### src/rtl/mem_arbiter_if.sv
// Bus bundle between the I/D requesters, the arbiter and the pipelined memory.
// The slave modport is the arbiter's view; master is the environment driving it.
interface mem_arbiter_if;
   logic        i_req;
   logic [15:0] i_addr;
   logic        d_req;
   logic        d_we;
   logic [15:0] d_addr;
   logic [15:0] d_wdata;
   logic        mem_en;
   logic        mem_wr;
   logic [15:0] mem_addr;
   logic [15:0] mem_wdata;
   logic        mem_rvalid;
   logic [15:0] mem_rdata;
   logic [15:0] fill_data;
   logic [2:0]  fill_widx;
   logic        i_fill_valid;
   logic        d_fill_valid;
   logic        i_done;
   logic        d_done;
   logic        busy;

   modport slave (
      input  i_req, i_addr, d_req, d_we, d_addr, d_wdata, mem_rvalid, mem_rdata,
      output mem_en, mem_wr, mem_addr, mem_wdata,
      output fill_data, fill_widx, i_fill_valid, d_fill_valid, i_done, d_done, busy
   );

   modport master (
      output i_req, i_addr, d_req, d_we, d_addr, d_wdata, mem_rvalid, mem_rdata,
      input  mem_en, mem_wr, mem_addr, mem_wdata,
      input  fill_data, fill_widx, i_fill_valid, d_fill_valid, i_done, d_done, busy
   );
endinterface

### src/rtl/mem_arbiter.sv
// Arbitrates I-cache line fills against D-side fills/writes onto a single
// pipelined memory (fixed 4-cycle read latency), alternating on contention.
module mem_arbiter (
   input logic          clk,
   input logic          rst_n,
   mem_arbiter_if.slave bus
);

   typedef enum logic [1:0] {IDLE, ISSUE, DRAIN, WRITE} state_e;

   state_e      state_q;
   logic [2:0]  icnt_q;
   logic [2:0]  rcnt_q;
   logic [2:0]  blk_q;
   logic        last_d_q;
   logic        own_d_q;
   logic        mem_en_q;
   logic        mem_wr_q;
   logic [15:0] mem_addr_q;
   logic [15:0] mem_wdata_q;

   logic rx;
   logic rx_last;
   logic grant_d;
   logic any_req;

   assign any_req = bus.i_req || bus.d_req;
   assign grant_d = bus.d_req && (!bus.i_req || !last_d_q);

   // Returns are only meaningful while a fill owns the bus; anything else is stale.
   assign rx      = rst_n && bus.mem_rvalid && (state_q == ISSUE || state_q == DRAIN);
   assign rx_last = rx && (rcnt_q == 3'd7);

   assign bus.fill_data    = rx ? bus.mem_rdata : '0;
   assign bus.fill_widx    = rx ? rcnt_q : '0;
   assign bus.i_fill_valid = rx && !own_d_q;
   assign bus.d_fill_valid = rx && own_d_q;
   assign bus.i_done       = rx_last && !own_d_q;
   assign bus.d_done       = (rx_last && own_d_q) || (rst_n && state_q == WRITE);
   assign bus.busy         = rst_n && (state_q != IDLE);

   assign bus.mem_en    = mem_en_q;
   assign bus.mem_wr    = mem_wr_q;
   assign bus.mem_addr  = mem_addr_q;
   assign bus.mem_wdata = mem_wdata_q;

   always_ff @(posedge clk) begin
      if (!rst_n) begin
         state_q     <= IDLE;
         icnt_q      <= '0;
         rcnt_q      <= '0;
         blk_q       <= 3'd4;
         last_d_q    <= 1'b0;
         own_d_q     <= 1'b0;
         mem_en_q    <= 1'b0;
         mem_wr_q    <= 1'b0;
         mem_addr_q  <= '0;
         mem_wdata_q <= '0;
      end else begin
         case (state_q)
            IDLE: begin
               if (blk_q != 3'd0) begin
                  blk_q <= blk_q - 3'd1;
               end else if (any_req) begin
                  last_d_q <= grant_d;
                  own_d_q  <= grant_d;
                  mem_en_q <= 1'b1;
                  if (grant_d && bus.d_we) begin
                     state_q     <= WRITE;
                     mem_wr_q    <= 1'b1;
                     mem_addr_q  <= bus.d_addr;
                     mem_wdata_q <= bus.d_wdata;
                  end else begin
                     state_q    <= ISSUE;
                     mem_addr_q <= (grant_d ? bus.d_addr : bus.i_addr) & 16'hFFF0;
                     icnt_q     <= '0;
                     rcnt_q     <= '0;
                  end
               end
            end
            ISSUE: begin
               if (icnt_q == 3'd7) begin
                  state_q    <= DRAIN;
                  mem_en_q   <= 1'b0;
                  mem_addr_q <= '0;
               end else begin
                  icnt_q     <= icnt_q + 3'd1;
                  mem_addr_q <= mem_addr_q + 16'd2;
               end
            end
            DRAIN: begin
            end
            WRITE: begin
               state_q     <= IDLE;
               mem_en_q    <= 1'b0;
               mem_wr_q    <= 1'b0;
               mem_addr_q  <= '0;
               mem_wdata_q <= '0;
            end
            default: state_q <= IDLE;
         endcase

         // Receive path overrides the case above so the 8th word always ends the fill.
         if (rx) begin
            rcnt_q <= rcnt_q + 3'd1;
            if (rx_last) begin
               state_q    <= IDLE;
               mem_en_q   <= 1'b0;
               mem_addr_q <= '0;
            end
         end
      end
   end

endmodule

### src/flat_wrapper.sv
// flat-port wrapper written by rule: the top's interface ports become plain ports
module mem_arbiter_flat 
  (clk, rst_n, bus_i_req, bus_i_addr, bus_d_req, bus_d_we, bus_d_addr, bus_d_wdata, bus_mem_rvalid, bus_mem_rdata, bus_mem_en, bus_mem_wr, bus_mem_addr, bus_mem_wdata, bus_fill_data, bus_fill_widx, bus_i_fill_valid, bus_d_fill_valid, bus_i_done, bus_d_done, bus_busy);
  mem_arbiter_if bus_i ();
  input logic clk;
  input logic rst_n;
  input wire logic [$bits(bus_i.i_req)-1:0] bus_i_req;
  input wire logic [$bits(bus_i.i_addr)-1:0] bus_i_addr;
  input wire logic [$bits(bus_i.d_req)-1:0] bus_d_req;
  input wire logic [$bits(bus_i.d_we)-1:0] bus_d_we;
  input wire logic [$bits(bus_i.d_addr)-1:0] bus_d_addr;
  input wire logic [$bits(bus_i.d_wdata)-1:0] bus_d_wdata;
  input wire logic [$bits(bus_i.mem_rvalid)-1:0] bus_mem_rvalid;
  input wire logic [$bits(bus_i.mem_rdata)-1:0] bus_mem_rdata;
  output wire logic [$bits(bus_i.mem_en)-1:0] bus_mem_en;
  output wire logic [$bits(bus_i.mem_wr)-1:0] bus_mem_wr;
  output wire logic [$bits(bus_i.mem_addr)-1:0] bus_mem_addr;
  output wire logic [$bits(bus_i.mem_wdata)-1:0] bus_mem_wdata;
  output wire logic [$bits(bus_i.fill_data)-1:0] bus_fill_data;
  output wire logic [$bits(bus_i.fill_widx)-1:0] bus_fill_widx;
  output wire logic [$bits(bus_i.i_fill_valid)-1:0] bus_i_fill_valid;
  output wire logic [$bits(bus_i.d_fill_valid)-1:0] bus_d_fill_valid;
  output wire logic [$bits(bus_i.i_done)-1:0] bus_i_done;
  output wire logic [$bits(bus_i.d_done)-1:0] bus_d_done;
  output wire logic [$bits(bus_i.busy)-1:0] bus_busy;
  assign bus_i.i_req = bus_i_req;
  assign bus_i.i_addr = bus_i_addr;
  assign bus_i.d_req = bus_d_req;
  assign bus_i.d_we = bus_d_we;
  assign bus_i.d_addr = bus_d_addr;
  assign bus_i.d_wdata = bus_d_wdata;
  assign bus_i.mem_rvalid = bus_mem_rvalid;
  assign bus_i.mem_rdata = bus_mem_rdata;
  assign bus_mem_en = bus_i.mem_en;
  assign bus_mem_wr = bus_i.mem_wr;
  assign bus_mem_addr = bus_i.mem_addr;
  assign bus_mem_wdata = bus_i.mem_wdata;
  assign bus_fill_data = bus_i.fill_data;
  assign bus_fill_widx = bus_i.fill_widx;
  assign bus_i_fill_valid = bus_i.i_fill_valid;
  assign bus_d_fill_valid = bus_i.d_fill_valid;
  assign bus_i_done = bus_i.i_done;
  assign bus_d_done = bus_i.d_done;
  assign bus_busy = bus_i.busy;
  mem_arbiter u_core (.clk(clk), .rst_n(rst_n), .bus(bus_i));
endmodule
### config.mk
export PLATFORM = sky130hd
export DESIGN_NAME = mem_arbiter_flat
export DESIGN_NICKNAME = d
export VERILOG_FILES = /design/src/rtl/mem_arbiter_if.sv /design/src/rtl/mem_arbiter.sv /design/src/flat_wrapper.sv
export SDC_FILE = /design/constraint.sdc
export NUM_CORES = 1
export LEC_CHECK = 0
export BUFFER_PORTS_ARGS = -buffer_cell sky130_fd_sc_hd__buf_2
export CAP_MARGIN = 20
export CORE_MARGIN = 2
export CORE_UTILIZATION = 46
export CTS_CLUSTER_DIAMETER = 150
export DETAILED_ROUTE_END_ITERATION = 6
export GPL_TIMING_DRIVEN = 0
export PLACE_DENSITY_LB_ADDON = 0.2
export SYNTH_ARGS = -nofsm -noshare
export SYNTH_HDL_FRONTEND = slang
export SYNTH_SLANG_ARGS = --single-unit
### constraint.sdc
create_clock -name clk -period 2.05 [get_ports clk]
set_input_delay 0.205 -clock clk [delete_from_list [all_inputs] [get_ports clk]]
set_output_delay 0.205 -clock clk [all_outputs]
set_load 0.02 [all_outputs]
==> results.sh <==
export IMPL_outcome="complete, no violations"
export IMPL_clock_sinks=46
export IMPL_drc=0
export IMPL_num_vias=2801
export IMPL_arrival_ns=1.74
export IMPL_setup_viol=0
export IMPL_antenna_found_initial=0
export IMPL_crit_type="flop to output port"
export IMPL_fin_cells=521
export IMPL_combPwrFrac=0.425
export IMPL_start_util=0.476
export IMPL_p_switching_w=0.00128
export IMPL_internal_power_w=0.00181
export IMPL_die_h_um=79.2
export IMPL_path_buf_inv=3
export IMPL_cts_root_buf="clkbuf_8"
export IMPL_cp_end_kind="output port"
export IMPL_routabilityCongestion=0.867
export IMPL_ys_ff_latch=46
export IMPL_total_leakage_power_nw=1.65
export IMPL_seqPwrFrac=0.376
export IMPL_maxSlewViolCount=0
export IMPL_numCtsBuffers=5
export IMPL_drv_cap=0
export IMPL_antenna_cells=0
export IMPL_crit_family="buffers and inverters"
export IMPL_first_iter_violations=171
export IMPL_portBuffers=123
export IMPL_ant_nets=0
export IMPL_rsz0062_at_grt="false"
export IMPL_place_inst=511
export IMPL_grt_first_pass_wirelength_mm=11.6
export IMPL_viasPerCell=5.38
export IMPL_fillers=532
export IMPL_clk_pin_slew_ns=0.10
export IMPL_dieArea_mm2=0.00628
export IMPL_path_cells="inv_1 > ha_4 > nand2_2 > nor2_4 > buf_4 > and2_1 > buf_2"
export IMPL_syn_area_mm2=0.00260
export IMPL_dp_hpwl_mm=5.38
export IMPL_overflow=0
export IMPL_max_stage_delay_ns=0.37
export IMPL_cp_start_kind="flop"
export IMPL_required_ns=1.85
export IMPL_period_share=0.949
export IMPL_min_period_ns=1.95
export IMPL_worstMarginPinSlew_ns=0.507
export IMPL_cpMaxStageDelayCell="dfxtp_2"
export IMPL_swShare=0.414
export IMPL_clockBufferDepth=2
export IMPL_num_rows=27
export IMPL_syn_nets=397
export IMPL_cts_hold_buffers=0
export IMPL_final_net_count=529
export IMPL_critPathMaxFanout=10
export IMPL_power_density_mw_per_mm2=892
export IMPL_hold_violations=0
export IMPL_ir_drop_mv=0.541
export IMPL_utilization=0.633
export IMPL_wl_per_cell_um=14.0
export IMPL_design_area_mm2=0.00346
export IMPL_pin_count=128
export IMPL_tritoncts="done"
export IMPL_ys_warn_count=0
export IMPL_p_clk_frac=0.199
export IMPL_drt_first_pass_iters=4
export IMPL_yosysSeqAreaShare=0.354
export IMPL_syn_avg_cell_area_um2=8.24
export IMPL_htree_levels=2
export IMPL_grt_max_degree=18
export IMPL_layout_area_overhead_vs_synth_pct=33.1
export IMPL_core_area_mm2=0.00547
export IMPL_clock_latency_ns=0.32
export IMPL_die_w_um=79.2
export IMPL_drive_gt1_frac=0.359
export IMPL_tns_ns=0
export IMPL_whs_ns=0.111
export IMPL_syn_instance_count=316
export IMPL_grt_util_all_layers=0.226
export IMPL_relSlewSlack=0.662
export IMPL_ys_types=52
export IMPL_hp_class="primary input to flop"
export IMPL_drt_wl_total_mm=7.31
export IMPL_grt_pass1_vias=2492
export IMPL_postPlaceCellArea_mm2=0.00331
export IMPL_finClkSkew_ns=0.00712
export IMPL_fmax_mhz=514
-- per-layer routing --
layer  wire length [um]  global-route usage  up-vias
li1                   -                   -     1400
met1               3240               0.301     1296
met2               3540               0.370       96
met3                418              0.0409        9
met4                114              0.0724        0
met5                  0                   0        -
-- cells by family after synthesis --
group,synth area share
AO/OA/AOI/OAI,0.229
XOR/XNOR,0.00337
adder cells (fa/ha/maj),0.0529
buffers and inverters,0.0524
flip-flops,0.354
multiplexers,0.0548
AND/OR/NAND/NOR,0.253
-- layout by cell type (no fill, tap or decap), types with 11 or more instances in the layout --
| cell type | netlist | final |
|---|---|---|
| nor2_1 | 45 | 43 |
| dfxtp_1 | 46 | 44 |
| inv_1 | 11 | 11 |
| buf_2 | 4 | 125 |
| and2_1 | 27 | 27 |
| o21ai_0 | 13 | 13 |
| a22oi_1 | 17 | 17 |
| nand2_1 | 14 | 13 |
| mux2i_1 | 12 | 12 |
| a21oi_1 | 24 | 24 |
-- registers in the layout (all words and copies together) (netlist names) --
signal	cells
u_core.rcnt_q	3
u_core.bus.mem_wr	1
u_core.icnt_q	3
u_core.last_d_q	1
u_core.bus.mem_en	1
u_core.state_q	2
u_core.blk_q	3
u_core.bus.mem_addr	16
u_core.bus.mem_wdata	16
-- Yosys cell counts (all sizes together) --
library cell	number	area (um2)
a211oi	2	15.0
a21boi	1	18.8
a21o	2	15.0
a21oi	24	120
a221oi	3	26.3
a22oi	17	128
a2bb2oi	1	15.0
a311oi	1	8.76
a31o	1	8.76
a31oi	7	43.8
a32oi	4	35.0
a41oi	2	17.5
and2	27	169
and2b	1	7.51
and3	1	6.26
and4	3	26.3
buf	9	57.6
clkbuf	9	33.8
dfxtp	46	921
ha	11	138
inv	12	45.0
mux2	2	22.5
mux2i	12	120
nand2	15	63.8
nand2b	6	37.5
nand3	8	45.0
nand4	3	18.8
nand4b	1	8.76
nor2	45	169
nor2b	2	12.5
nor3	5	36.3
nor4	3	18.8
o211ai	1	7.51
o21ai	13	65.1
o21bai	1	7.51
o22a	1	8.76
o22ai	2	12.5
o31ai	2	15.0
o32a	2	20.0
o32ai	1	8.76
or2	4	27.5
or3	2	12.5
xnor2	1	8.76
-- worst reg2reg max path, stage by stage (launching register included) --
cell	delay, ns
dfxtp_2	0.37
inv_1	0.09
ha_4	0.32
nand3_1	0.11
nand2_1	0.35
clkbuf_1	0.46
nor2_1	0.09
-- timing repair --
action                                  4_1_cts  5_1_grt
pin swaps                                     0        1
hold endpoints to repair                      0        0
resized for setup                             8        9
endpoints found under the setup margin       20       23
setup buffers                                 0        2
-- power groups by stage --
stage | Clock [W] | Combinational (W) | Sequential (W)
6_report | 0.000615 | 0.00131 | 0.00116
5_1_grt | 0.000663 | 0.00143 | 0.00119
4_1_cts | 0.000608 | 0.00128 | 0.00116
3_5_place_dp | 0 | 0.00124 | 0.00118
3_3_place_gp | 0 | 0.00122 | 0.00117
2_1_floorplan | 0 | 0.000777 | 0.00126
-- worst paths after layout --
check             slack, ns  cells past startpoint                     end               from
setup / recovery       0.10                      7       bus_fill_data[10]  u_core.state_q[1]
hold / removal         0.11                      2         u_core.blk_q[2]              rst_n
setup reg to reg       0.13                      6  u_core.bus.mem_addr[9]  u_core.state_q[1]
hold reg to reg        0.47                      2        u_core.icnt_q[1]   u_core.icnt_q[1]
-- per-stage QoR --
stage | power [W] | worst slack, ns
floorplan | 0.00203 | 0.186
global placement | 0.00239 | 0.110
detailed placement | 0.00242 | 0.0873
CTS | 0.00305 | 0.0352
global route | 0.00328 | 0.00138
finish | 0.00309 | 0.104
-- final cells by class --
| type | instances | area (um2) | share of cell area |
|---|---|---|---|
| timing repair buffer | 125 | 636 | 0.184 |
| clock buffer | 5 | 68.8 | 0.0199 |
| multi-input combinational | 240 | 1570 | 0.454 |
| tap | 72 | 90.1 | 0.0260 |
| inverter | 12 | 45.0 | 0.0130 |
| clock inverter | 3 | 26.3 | 0.00759 |
| buffer | 18 | 103 | 0.0296 |
| sequential | 46 | 923 | 0.267 |
(Power assumes the default switching activity.)
